===== src/rtl/wfi_ctrl.sv =====
// WFI execution controller: stalls M until an enabled interrupt, a flush or a TW timeout.
// Optional build macro WFI_CYCLE_COUNT_EN adds the WFICyclesM wait-cycle counter output.
module wfi_ctrl #(
    parameter int         TIMEOUT_BIT = 16,
    parameter bit         U_SUPPORTED = 1'b1,
    parameter bit         S_SUPPORTED = 1'b1,
    parameter logic [1:0] M_MODE      = 2'b11,
    parameter logic [1:0] S_MODE      = 2'b01
) (
    input  logic        clk,
    input  logic        reset,
    input  logic        wfiM,
    input  logic        FlushM,
    input  logic        PendingIntM,
    input  logic [1:0]  PrivilegeModeW,
    input  logic        STATUS_TW,
    output logic        WFIStallM,
    output logic        WFIWakeM,
`ifdef WFI_CYCLE_COUNT_EN
    output logic        WFITimeoutM,
    output logic [31:0] WFICyclesM
`else
    output logic        WFITimeoutM
`endif
);

    typedef enum logic [1:0] {
        IDLE = 2'b00,
        WAIT = 2'b01,
        WAKE = 2'b10,
        TMO  = 2'b11
    } stateT;

    stateT state, nextState;
    logic  timeoutHit;

    always_ff @(posedge clk or posedge reset) begin
        if (reset) state <= IDLE;
        else       state <= nextState;
    end

    generate
        if (U_SUPPORTED) begin : genTimeout
            localparam logic [TIMEOUT_BIT:0] CountOne = {{TIMEOUT_BIT{1'b0}}, 1'b1};
            logic [TIMEOUT_BIT:0] count;
            logic                 notMachine;
            logic                 elig;

            // Eligibility is re-evaluated every cycle so a mode or TW change mid-wait takes effect at once.
            assign notMachine = (PrivilegeModeW != M_MODE);
            assign elig = (STATUS_TW & notMachine) |
                          (S_SUPPORTED & notMachine & (PrivilegeModeW != S_MODE));
            assign timeoutHit = elig & count[TIMEOUT_BIT];

            always_ff @(posedge clk or posedge reset) begin
                if (reset)               count <= '0;
                else if (state == IDLE)  count <= '0;
                else if (state == WAIT)  count <= count + CountOne;
            end
        end else begin : genNoTimeout
            assign timeoutHit = 1'b0;
        end
    endgenerate

    always_comb begin
        nextState   = state;
        WFIStallM   = 1'b0;
        WFIWakeM    = 1'b0;
        WFITimeoutM = 1'b0;
        case (state)
            IDLE: begin
                // Stall in the same cycle the WFI arrives so nothing behind it advances.
                if (wfiM & ~FlushM) begin
                    WFIStallM = 1'b1;
                    nextState = PendingIntM ? WAKE : WAIT;
                end
            end
            WAIT: begin
                WFIStallM = 1'b1;
                if (FlushM)           nextState = IDLE;
                else if (PendingIntM) nextState = WAKE;
                else if (timeoutHit)  nextState = TMO;
            end
            WAKE: begin
                WFIWakeM  = 1'b1;
                nextState = IDLE;
            end
            TMO: begin
                WFITimeoutM = 1'b1;
                nextState   = IDLE;
            end
            default: nextState = IDLE;
        endcase
    end

`ifdef WFI_CYCLE_COUNT_EN
    always_ff @(posedge clk or posedge reset) begin
        if (reset)              WFICyclesM <= 32'd0;
        else if (state == WAIT) WFICyclesM <= WFICyclesM + 32'd1;
    end
`endif

endmodule


===== config.mk =====
export PLATFORM = sky130hd
export DESIGN_NAME = wfi_ctrl
export DESIGN_NICKNAME = d
export VERILOG_FILES = /design/src/rtl/wfi_ctrl.sv
export SDC_FILE = /design/constraint.sdc
export NUM_CORES = 1
export LEC_CHECK = 0
export CORE_MARGIN = 3
export CORE_UTILIZATION = 55
export CTS_BUF_LIST = sky130_fd_sc_hd__clkbuf_8
export DETAILED_ROUTE_END_ITERATION = 16
export PLACE_DENSITY = 0.78
export SYNTH_ARGS = -nofsm -noshare
export SYNTH_HDL_FRONTEND = slang
export SYNTH_SLANG_ARGS = --single-unit

===== constraint.sdc =====
create_clock -name clk -period 3.26 [get_ports clk]
set_clock_uncertainty 0.2 [all_clocks]
set_input_delay 0.652 -clock clk [delete_from_list [all_inputs] [get_ports clk]]
set_output_delay 0.652 -clock clk [all_outputs]
set_load 0.02 [all_outputs]

; ---- Word level (Yosys, flattened, before mapping)
; Index checks and enable logic that the tools add are counted.
[word_totals]
ff_bits = 19
latch_bits = 0
ramBits = 0
mem_bits_ro = 0
word_cells = 32
n_memories = 0
[classes]
n_addsub = 1
mul = 0
div = 0
n_lt_le_gt_ge = 0
eq_ne = 7
shift = 0
muxes = 12
bitwise = 6
n_reduce_logical = 4
[op_table]
columns = cell, n
row1 = 17-bit 2-to-1 mux, 2
row2 = 17-bit by 1-bit adder with 17-bit output (second input constant), 1
row3 = 2-bit 2-to-1 mux, 5
row4 = 2-bit case mux with 3 select lines, 1
row5 = 1-bit bitwise AND, 4
row6 = 2-bit == test (second input constant), 2
row7 = 2-bit by 1-bit != test with 1-bit output (second input constant), 2
row8 = 4-bit != test (second input constant), 1
row9 = 1-bit 2-to-1 mux, 3
row10 = 2-bit by 1-bit == test with 1-bit output (second input constant), 1
row11 = 2-bit logical NOT, 1
row12 = 2-bit != test (second input constant), 1
row13 = 1-bit case mux with 2 select lines, 1
row14 = 2-bit AND reduction, 1
row15 = 2-bit nonzero test, 1
row16 = 2-bit OR reduction, 1
row17 = 1-bit NOT, 1
row18 = 1-bit OR, 1

; ---- Logic depth before layout (Yosys ltp)
; Gate-level depths: netlist of run 1.
[logic_depth]
ltp_word = 8
mapped_depth = 5
mapped_depth_nobuf = 5

; ---- Least setup slack after synthesis of run 1
; No wires, ideal clock.
[synth_path]
kind = reg-to-output
start = reg state[1]
end = out WFIStallM
arrival_time_ps = 1156
t_required_ps = 2408
setup_slack_ps = 1252
stages_incl_launch_ff = 4
cell_sequence = dfrtp_1 > clkbuf_1 > clkbuf_1 > a21oi_1
[synth_via]
elab_chain_cells = 2
elab_cells_between_ends = 3
classes_between = 1 x eq/ne / 1 x mux / 1 x reduce/logical
[synth_lines]
columns = item, line
row1 = start: declaration, 34  ; stateT state, nextState;
row2 = start signal: assignment, 39  ; else state <= nextState;
row3 = 2-bit by 1-bit == test with 1-bit output / 2-bit logical NOT (equally long branches), 70  ; case (state)
row4 = 1-bit case mux with 2 select lines *, 70
row5 = end: declaration, 17  ; output logic WFIStallM,
; Every way passes the cells marked *; elsewhere a longest branch is shown, timed or not.

; ---- Final worst setup path of run 1
[layout_path]
start = in FlushM
end = out WFIStallM
[layout_via]
elab_chain_cells = 4
[layout_lines]
columns = item, line
row1 = start: declaration, 13  ; input logic FlushM,
row2 = 1-bit NOT, 73  ; if (wfiM & ~FlushM) begin
row3 = 1-bit bitwise AND, 73
row4 = 1-bit 2-to-1 mux, 73
row5 = 1-bit case mux with 2 select lines, 70
; Every way passes these cells.

==> flow_metrics.tcl, run 1 <==
set metrics [dict create \
    synthesized_area_fraction_occupied_by_ao_oa_aoi_and_oai_cells_pct 10.5 \
    sequential_fraction_of_the_synthesis_area_pct 47.0 \
    synthSimpleGateAreaFrac_pct 29.5 \
    synth_top_cell_by_area "sky130_fd_sc_hd__dfrtp_1" \
    antenna-diode-count 0 \
    global_route.usage.total_pct 18.9 \
    post_synth_inst_count 112 \
    dominant_combinational_cell_family_by_area_after_synthesis "simple AND/OR/NAND/NOR gates" \
    timing.final.setup_violations 0 \
    io_pins 11 \
    mean_number_of_vias_per_cell 5.80 \
    antenna_violating_nets_post_route 0 \
    status "completed" \
    path_common_cell "sky130_fd_sc_hd__clkdlybuf4s50_1" \
    timing_worst_setup_path_type "in -> out" \
    crit_slowest_cell "sky130_fd_sc_hd__clkdlybuf4s50_1" \
    global_route.overflow_total 0 \
    synth_edf_count 0 \
    final.setup.tns_ps 0 \
    detailedPlacementHpwl_mm 1.42 \
    postSynthAreaPerCell_sq_um 9.03 \
    holdCritPathClass "reg -> reg" \
    cts_buffer_depth 2 \
    grt_start_max_net_pins 22 \
    grt_antenna_before_repair 0 \
    fp.dieH_um 48.9 \
    grt_setup_unrepaired "no" \
    synth_async_sr_flop_share_pct 100 \
    leakage_nw 0.466 \
    numCtsBuffers 3 \
    die_w_um 48.9 \
    post-cts-setup-buffers 0 \
    min_period_ps 2850 \
    port-buffer-count 10 \
    first_global_vias 823 \
    required_time_at_the_worst_slack_endpoint_ps 2410 \
    postSynthNetCount 121 \
    clock_tree_from_tritoncts "done" \
    cap_viol_max_count 0 \
    slew-limit-headroom_pct 52.1 \
    timing.critical_path.arrival_ps 2000 \
    synthToLayoutAreaGrowth_pct 17.5 \
    wire_per_inst_um 13.2 \
    floorplan_die_area_sq_mm 0.00239 \
    nets 135 \
    routed-via-count 864 \
    synth_most_common_cell "sky130_fd_sc_hd__dfrtp_1" \
    grt_first_pass_wirelength_mm 3.54 \
    yosys.area_share.adder_pct 1.24 \
    synth_commonest_cells "sky130_fd_sc_hd__dfrtp_1 (19), sky130_fd_sc_hd__nand2_1 (13), sky130_fd_sc_hd__nor2_1 (13)" \
    post_synthesis_mux_area_share_pct 3.96 \
    final-max-slew-violation-count 0 \
    yosys_warnings 0 \
    setup.worst_path.end_class "primary output" \
    cts.htree.levels 1 \
    timing.critical_path.fanout_max 3 \
    wl_mm 1.97 \
    place.gp.congestion 0.748 \
    peakVddDrop_v 0.000326 \
    drtPass1Iterations 4 \
    synth_top_area_share_pct 47.0 \
    drt_iter0_markers 44 \
    worst_setup_hold_path_clk_slew_ps 70 \
    ys_types 27 \
    cts_root_buf "sky130_fd_sc_hd__clkbuf_8" \
    setup.worst_path.start_class "input port" \
    path_cells "clkdlybuf4s50_1 -> nand2b_1 -> a21oi_1 -> clkdlybuf4s50_1" \
    pre_cts_ws_ps 419 \
    synthXorXnorAreaFrac_pct 5.20 \
    fin_crit_sh_pct 87.5 \
    core_region_sq_mm 0.00161 \
    worstSkewPairLatency_ps 260 \
    power.total_mw 0.440 \
    final_layout_size_suffix_gt1_share_pct 7.20 \
    cts.repair.resized 0 \
    hold_buffers 0 \
    timing.critical_path.slowest_cell_delay_ps 620 \
    core.rowCount 14 \
    yosys_most_used_dff "sky130_fd_sc_hd__dfrtp_1" \
    drc_errors 0 \
    synth.top_cells.by_area "sky130_fd_sc_hd__dfrtp_1 (47%), sky130_fd_sc_hd__xnor2_1 (5.2%), sky130_fd_sc_hd__nand2_1 (4.8%), sky130_fd_sc_hd__nor2_1 (4.8%), sky130_fd_sc_hd__o21ai_0 (4.5%)" \
    power_density_normalized_to_cell_area_mw_per_mm2 370 \
    max_freq_mhz 351 \
    tightestPinTransition_ps 718 \
    number_of_synthesized_register_bits 19 \
    finalHoldViolations 0 \
    final_util_pct 73.7 \
    clock-sinks 19 \
    effective_utilization_at_floorplan_pct 62.7 \
    synth_area_sq_mm 0.00101 \
    setup_ws_ps 409 \
]
cells in the final DEF, fill, tap and decap left out, types with 2 or more instances in the layout:
cell type,netlist,final
sky130_fd_sc_hd__nor4_1,6,6
sky130_fd_sc_hd__inv_1,5,5
sky130_fd_sc_hd__mux2i_1,4,4
sky130_fd_sc_hd__nor2_1,13,13
sky130_fd_sc_hd__nor3_1,4,4
sky130_fd_sc_hd__nand2b_1,2,2
sky130_fd_sc_hd__o21ai_0,9,9
sky130_fd_sc_hd__dfrtp_1,19,19
sky130_fd_sc_hd__nand4_1,6,6
sky130_fd_sc_hd__xnor2_1,6,6
sky130_fd_sc_hd__or3_1,2,2
sky130_fd_sc_hd__nand3_1,3,3
sky130_fd_sc_hd__clkdlybuf4s50_1,0,10
sky130_fd_sc_hd__clkbuf_8,0,3
sky130_fd_sc_hd__a21oi_1,6,6
sky130_fd_sc_hd__nand2_1,13,13
metrics by stage:
stage                     instances  cell area [sq um]  hold WS [ps]
after detailed placement        145               1140           328
final                           149               1190           338
after floorplan                 112               1010           290
after global placement          145               1140           318
after CTS                       149               1190           348
after global routing            149               1190           394
worst paths after layout:
check | from | to | cells past startpoint | slack [ps]
max | FlushM | WFIStallM | 4 | 410
min | genTimeout.count[16]$_DFFE_PP0P_ | genTimeout.count[16]$_DFFE_PP0P_ | 2 | 340
max reg2reg | state[1]$_DFFE_PP0P_ | genTimeout.count[14]$_DFFE_PP0P_ | 5 | 1070
min reg2reg | genTimeout.count[16]$_DFFE_PP0P_ | genTimeout.count[16]$_DFFE_PP0P_ | 2 | 340
max in group asynchronous | reset | genTimeout.count[13]$_DFFE_PP0P_ | 2 | 1800
min in group asynchronous | reset | state[0]$_DFFE_PP0P_ | 2 | 610
power breakdown:
| group | internal (mW) | switching (mW) | leakage [nW] |
|---|---|---|---|
| registers | 0.238 | 0.00287 | 0.264 |
| logic | 0.0159 | 0.0198 | 0.176 |
| clock network | 0.0850 | 0.0785 | 0.0255 |
| total | 0.339 | 0.101 | 0.466 |
registers in the layout, indices dropped and copies added, names as in the netlist:
signal and cells:
genTimeout.count 17, state 2
kinds of logic after synthesis:
kind of cell               count (synthesis)
muxes                                      4
adders and majority gates                  1
xor gates and xnor gates                   6
AOI/OAI and AO/OA                         19
and+or+nand+nor                           56
DFF                                       19
buffers and inverters                      7
final cells by class:
type | count | area [sq um]
sequential | 19 | 475
multi-input combinational | 86 | 509
clock inverter | 1 | 5.00
timing repair buffer | 11 | 108
fill | 124 | 424
tap | 24 | 30.0
inverter | 5 | 18.8
clock buffer | 3 | 41.3
routing by layer:
layer | vias to the layer above | wire [um] | track usage (%)
met5 | - | 0 | 0
met4 | 0 | 23 | 8.06
met3 | 2 | 86 | 3.36
met2 | 27 | 906 | 31.4
met1 | 409 | 948 | 24.0
li1 | 426 | - | -
worst max-delay path, delay by kind of cell:
family / cells / cell delay, ps
buffers and inverters: 2 / 1050
and+or+nand+nor: 1 / 150
AOI/OAI and AO/OA: 1 / 140
Note: power is estimated with default switching activity, not from simulation.
==> run 2: changes to the inputs <==
--- a/config.mk
+++ b/config.mk
@@ -9,7 +9,8 @@
 export CORE_UTILIZATION = 55
 export CTS_BUF_LIST = sky130_fd_sc_hd__clkbuf_8
 export DETAILED_ROUTE_END_ITERATION = 16
-export PLACE_DENSITY = 0.78
+export GPL_ROUTABILITY_DRIVEN = 0
+export PLACE_DENSITY = 0.87
 export SYNTH_ARGS = -nofsm -noshare
 export SYNTH_HDL_FRONTEND = slang
 export SYNTH_SLANG_ARGS = --single-unit
==> run 2 against run 1 <==
  * Combinational power is 3% lower
  * Count of clock-buffer cells in the layout stayed put
  * Utilization is 0.078 points lower
  * Non-clock buffer count stayed put
  * Die area stayed put
  * Clock power is 4% lower
  * Critical path type unchanged
  * Critical endpoint unchanged
==> flow_metrics.tcl, run 2 (synthesis results as in run 1) <==
set metrics [dict create \
    status "completed" \
    cap_viol_max_count 0 \
    final-max-slew-violation-count 0 \
    peakVddDrop_v 0.000246 \
    final_layout_size_suffix_gt1_share_pct 6.40 \
    most_common_cell_after_layout_fill_and_taps_aside "sky130_fd_sc_hd__dfrtp_1" \
    clock-sinks 19 \
    register_bank_with_the_most_flops "genTimeout.count" \
    path_common_cell "sky130_fd_sc_hd__clkdlybuf4s50_1" \
    biggestRegsByFlops "genTimeout.count: 17 flops, state: 2 flops" \
    routed-via-count 872 \
    path_cells "clkdlybuf4s50_1 -> nand2b_1 -> a21oi_1 -> clkdlybuf4s50_1" \
    die_w_um 48.9 \
    cts.repair.resized 0 \
    final_util_pct 73.6 \
    critPathBufInv 2 \
    grt_start_max_net_pins 20 \
    wire_per_inst_um 13.6 \
    detailedPlacementHpwl_mm 1.41 \
    leakage_nw 0.467 \
    effective_utilization_at_floorplan_pct 62.7 \
    cpLargestDelayFamily "buffers and inverters" \
    max_freq_mhz 351 \
    post-cts-setup-buffers 0 \
    final.setup.tns_ps 0 \
    drc_errors 0 \
    cts.htree.levels 1 \
    port-buffer-count 10 \
    grt_setup_unrepaired "no" \
    cts_root_buf "sky130_fd_sc_hd__clkbuf_8" \
    crit_slowest_cell "sky130_fd_sc_hd__clkdlybuf4s50_1" \
    min_period_ps 2850 \
    floorplan_die_area_sq_mm 0.00239 \
    timing.final.setup_violations 0 \
    setup.worst_path.end_class "primary output" \
    timing_worst_setup_path_type "in -> out" \
    filler_cell_count 136 \
    drt_iter0_markers 30 \
    drtPass1Iterations 4 \
    nets 135 \
    first_global_vias 785 \
    core.rowCount 14 \
    timing.critical_path.slowest_cell_delay_ps 620 \
    finalHoldViolations 0 \
    grt_antenna_before_repair 0 \
    power.total_mw 0.435 \
    timing.critical_path.fanout_max 3 \
    timing.critical_path.arrival_ps 2000 \
    global_route.usage.total_pct 18.1 \
    cts_buffer_depth 2 \
    tightestPinTransition_ps 714 \
    io_pins 11 \
    grt_first_pass_wirelength_mm 3.42 \
    setup_ws_ps 410 \
    worst_setup_hold_path_clk_slew_ps 70 \
    clock_tree_from_tritoncts "done" \
    pre_cts_ws_ps 422 \
    required_time_at_the_worst_slack_endpoint_ps 2410 \
    synthToLayoutAreaGrowth_pct 17.3 \
    setup.worst_path.start_class "input port" \
    mean_number_of_vias_per_cell 5.85 \
    core_region_sq_mm 0.00161 \
    worstSkewPairLatency_ps 250 \
    fp.dieH_um 48.9 \
    global_route.overflow_total 0 \
    numCtsBuffers 3 \
    layout.cells.most_common_list "sky130_fd_sc_hd__dfrtp_1 (19), sky130_fd_sc_hd__nor2_1 (13), sky130_fd_sc_hd__nand2_1 (13), sky130_fd_sc_hd__clkdlybuf4s50_1 (10), sky130_fd_sc_hd__o21ai_0 (9)" \
    wl_mm 2.03 \
    fin_crit_sh_pct 87.4 \
    holdCritPathClass "reg -> reg" \
    slew-limit-headroom_pct 52.4 \
    largest_reg_flops 17 \
    antenna-diode-count 0 \
    power_density_normalized_to_cell_area_mw_per_mm2 367 \
    hold_buffers 0 \
    antenna_violating_nets_post_route 0 \
]
run 2: layout make-up:
type	count	area (sq um)	area share (%)
clock buffers	3	41.3	3.48
repair buffers	11	108	9.07
well taps	24	30.0	2.53
flip-flops and latches	19	475	40.1
clock inverters	1	3.75	0.316
inverters	5	18.8	1.58
multi-input cells	86	509	42.9
run 2: metal layers:
metal	wire length, um	up-vias	share of wire, %	global-route usage, %
met5	0	-	0	0
met4	27	0	1.3	8.06
met3	105	4	5.2	2.45
met2	909	24	45	28.7
met1	991	419	49	24.7
li1	-	425	-	-
run 2: metrics by stage:
stage / hold WS, ps / instance area [sq um] / instances
6_report: 346 / 1190 / 149
2_1_floorplan: 290 / 1010 / 112
3_3_place_gp: 316 / 1140 / 145
5_1_grt: 390 / 1190 / 149
4_1_cts: 346 / 1190 / 149
3_5_place_dp: 325 / 1140 / 145
run 2: worst min-delay path: cells and delay by family, from the launching register on:
family / cells / cell delay, ps
and+or+nand+nor: 1 / 60
DFF: 1 / 390
AOI/OAI and AO/OA: 1 / 60
run 2: final timing paths:
kind | start | to | slack (ps) | cells past startpoint
worst min register to register | genTimeout.count[1]$_DFFE_PP0P_ | genTimeout.count[1]$_DFFE_PP0P_ | 350 | 2
min in group asynchronous | reset | genTimeout.count[4]$_DFFE_PP0P_ | 610 | 2
worst max-delay path | FlushM | WFIStallM | 410 | 4
worst max register to register | state[1]$_DFFE_PP0P_ | genTimeout.count[14]$_DFFE_PP0P_ | 1040 | 5
worst min-delay path | genTimeout.count[1]$_DFFE_PP0P_ | genTimeout.count[1]$_DFFE_PP0P_ | 350 | 2
max in group asynchronous | reset | genTimeout.count[6]$_DFFE_PP0P_ | 1790 | 2
run 2: where the power goes:
group	switching, mW	internal [mW]	total [mW]
sequential	0.00394	0.238	0.242
combinational	0.0188	0.0159	0.0347
clock	0.0749	0.0836	0.158
total	0.0976	0.337	0.435
==> run 3: changes to the inputs <==
--- a/config.mk
+++ b/config.mk
@@ -10,7 +10,7 @@
 export CTS_BUF_LIST = sky130_fd_sc_hd__clkbuf_8
 export DETAILED_ROUTE_END_ITERATION = 16
 export GPL_ROUTABILITY_DRIVEN = 0
-export PLACE_DENSITY = 0.87
+export PLACE_DENSITY = 0.83
 export SYNTH_ARGS = -nofsm -noshare
 export SYNTH_HDL_FRONTEND = slang
 export SYNTH_SLANG_ARGS = --single-unit
==> run 3 against run 2 <==
  * Final cell count stayed put
  * Fmax grew 0.39%
  * Non-clock buffer count did not move
  * Hold slack improved by 1.9 ps
  * Critical endpoint unchanged
  * Largest power group unchanged
  * Via count rose by 1.3%
  * Largest cell class unchanged
  * Clock power is 5% higher
  * Sequential cell count is the same
  * Sequential power about the same
  * Sequential share of layout area barely moved
==> flow_metrics.tcl, run 3 (synthesis results as in run 1) <==
set metrics [dict create \
    setup.worst_path.start_class "input port" \
    worst_setup_hold_path_clk_slew_ps 70 \
    die_w_um 48.9 \
    finalHoldViolations 0 \
    synthToLayoutAreaGrowth_pct 17.5 \
    cts_buffer_depth 2 \
    global_route.overflow_total 0 \
    numCtsBuffers 3 \
    routed-via-count 883 \
    clock_tree_from_tritoncts "done" \
    holdCritPathClass "reg -> reg" \
    min_period_ps 2840 \
    first_global_vias 841 \
    cts_root_buf "sky130_fd_sc_hd__clkbuf_8" \
    floorplan_die_area_sq_mm 0.00239 \
    hold_buffers 0 \
    wl_mm 2.09 \
    ff_latch_area_sq_um 475 \
    filler_cell_count 119 \
    register_bank_with_the_most_flops "genTimeout.count" \
    timing_worst_setup_path_type "in -> out" \
    global_route.usage.total_pct 19.3 \
    worst_r2r_startpoint "state[1]$_DFFE_PP0P_" \
    largest_reg_flops 17 \
    power_density_normalized_to_cell_area_mw_per_mm2 372 \
    max_freq_mhz 352 \
    tightestPinTransition_ps 713 \
    peakVddDrop_v 0.000258 \
    drc_errors 0 \
    hold-worst-slack_ps 348 \
    antenna-diode-count 0 \
    effective_utilization_at_floorplan_pct 62.7 \
    detailedPlacementHpwl_mm 1.47 \
    antenna_violating_nets_post_route 0 \
    required_time_at_the_worst_slack_endpoint_ps 2410 \
    core_region_sq_mm 0.00161 \
    clock-sinks 19 \
    grt_antenna_before_repair 0 \
    fp.dieH_um 48.9 \
    grt_first_pass_wirelength_mm 3.55 \
    fin_crit_sh_pct 87.1 \
    cts.htree.levels 1 \
    nets 135 \
    final.setup.tns_ps 0 \
    multi_input_area_sq_um 509 \
    slew-limit-headroom_pct 52.4 \
    pre_cts_ws_ps 412 \
    drtPass1Iterations 5 \
    worst_hold_startpoint "genTimeout.count[1]$_DFFE_PP0P_" \
    most_common_cell_after_layout_fill_and_taps_aside "sky130_fd_sc_hd__dfrtp_1" \
    mean_number_of_vias_per_cell 5.93 \
    grt_start_max_net_pins 22 \
    io_pins 11 \
    timing.final.setup_violations 0 \
    leakage_nw 0.466 \
    post-cts-setup-buffers 0 \
    core.rowCount 14 \
    worstSkewPairLatency_ps 260 \
    final_layout_size_suffix_gt1_share_pct 7.20 \
    final-max-slew-violation-count 0 \
    power.total_mw 0.442 \
    setup.worst_path.end_class "primary output" \
    drt_iter0_markers 21 \
    timing.critical_path.fanout_max 3 \
    status "completed" \
    setup_ws_ps 421 \
    layout.cells.most_common_list "sky130_fd_sc_hd__dfrtp_1 (19), sky130_fd_sc_hd__nor2_1 (13), sky130_fd_sc_hd__nand2_1 (13), sky130_fd_sc_hd__clkdlybuf4s50_1 (10), sky130_fd_sc_hd__o21ai_0 (9)" \
    wire_per_inst_um 14.0 \
    timing.critical_path.arrival_ps 1990 \
    port-buffer-count 10 \
    biggestRegsByFlops "genTimeout.count: 17 flops, state: 2 flops" \
    grt_setup_unrepaired "no" \
    cts.repair.resized 0 \
    cap_viol_max_count 0 \
    cp-startpoint "FlushM" \
]
## run 3: changes by cell type in the layout (fill, tap and decap cells not counted)
cell,delta
sky130_fd_sc_hd__clkinv_2,+1
sky130_fd_sc_hd__inv_1,-1
## run 3: worst paths after layout
kind | to | slack (ps) | cells past startpoint
setup / recovery | WFIStallM | 420 | 4
hold / removal | genTimeout.count[1]$_DFFE_PP0P_ | 350 | 2
setup reg to reg | genTimeout.count[14]$_DFFE_PP0P_ | 1090 | 5
hold reg to reg | genTimeout.count[1]$_DFFE_PP0P_ | 350 | 2
max in group asynchronous | genTimeout.count[13]$_DFFE_PP0P_ | 1810 | 2
min in group asynchronous | state[0]$_DFFE_PP0P_ | 600 | 2
## run 3: stage by stage
step           cells  cell area [sq um]  util [%]
6_report         149               1190      73.7
5_1_grt          149               1190      73.7
4_1_cts          149               1190      73.7
3_5_place_dp     145               1140      70.8
3_3_place_gp     145               1140      70.8
2_1_floorplan    112               1010         -
## run 3: power breakdown
part,leakage [nW],switching [mW],total [mW],internal (mW)
sequential,0.264,0.00276,0.240,0.238
combinational,0.176,0.0199,0.0358,0.0159
clock,0.0255,0.0808,0.166,0.0850
## run 3: area by class of cell
cell class	instances	area share (%)
Multi-Input combinational cell	86	42.9
Sequential cell	19	40.0
Timing Repair Buffer	11	9.06
Clock buffer	3	3.48
Tap cell	24	2.53
Inverter	5	1.58
Clock inverter	1	0.421
## run 3: critical path, cell delays in order
cell and delay [ps]:
sky130_fd_sc_hd__clkdlybuf4s50_1 440, sky130_fd_sc_hd__nand2b_1 150, sky130_fd_sc_hd__a21oi_1 130, sky130_fd_sc_hd__clkdlybuf4s50_1 610
## run 3: per-layer routing
layer  share of wire, %  vias to the layer above  track usage, %
met2                 46                       33            30.3
met5                  0                        -               0
met3                5.5                        8            3.06
met1                 45                      416            24.8
met4                3.6                        0            11.8
li1                   -                      426               -
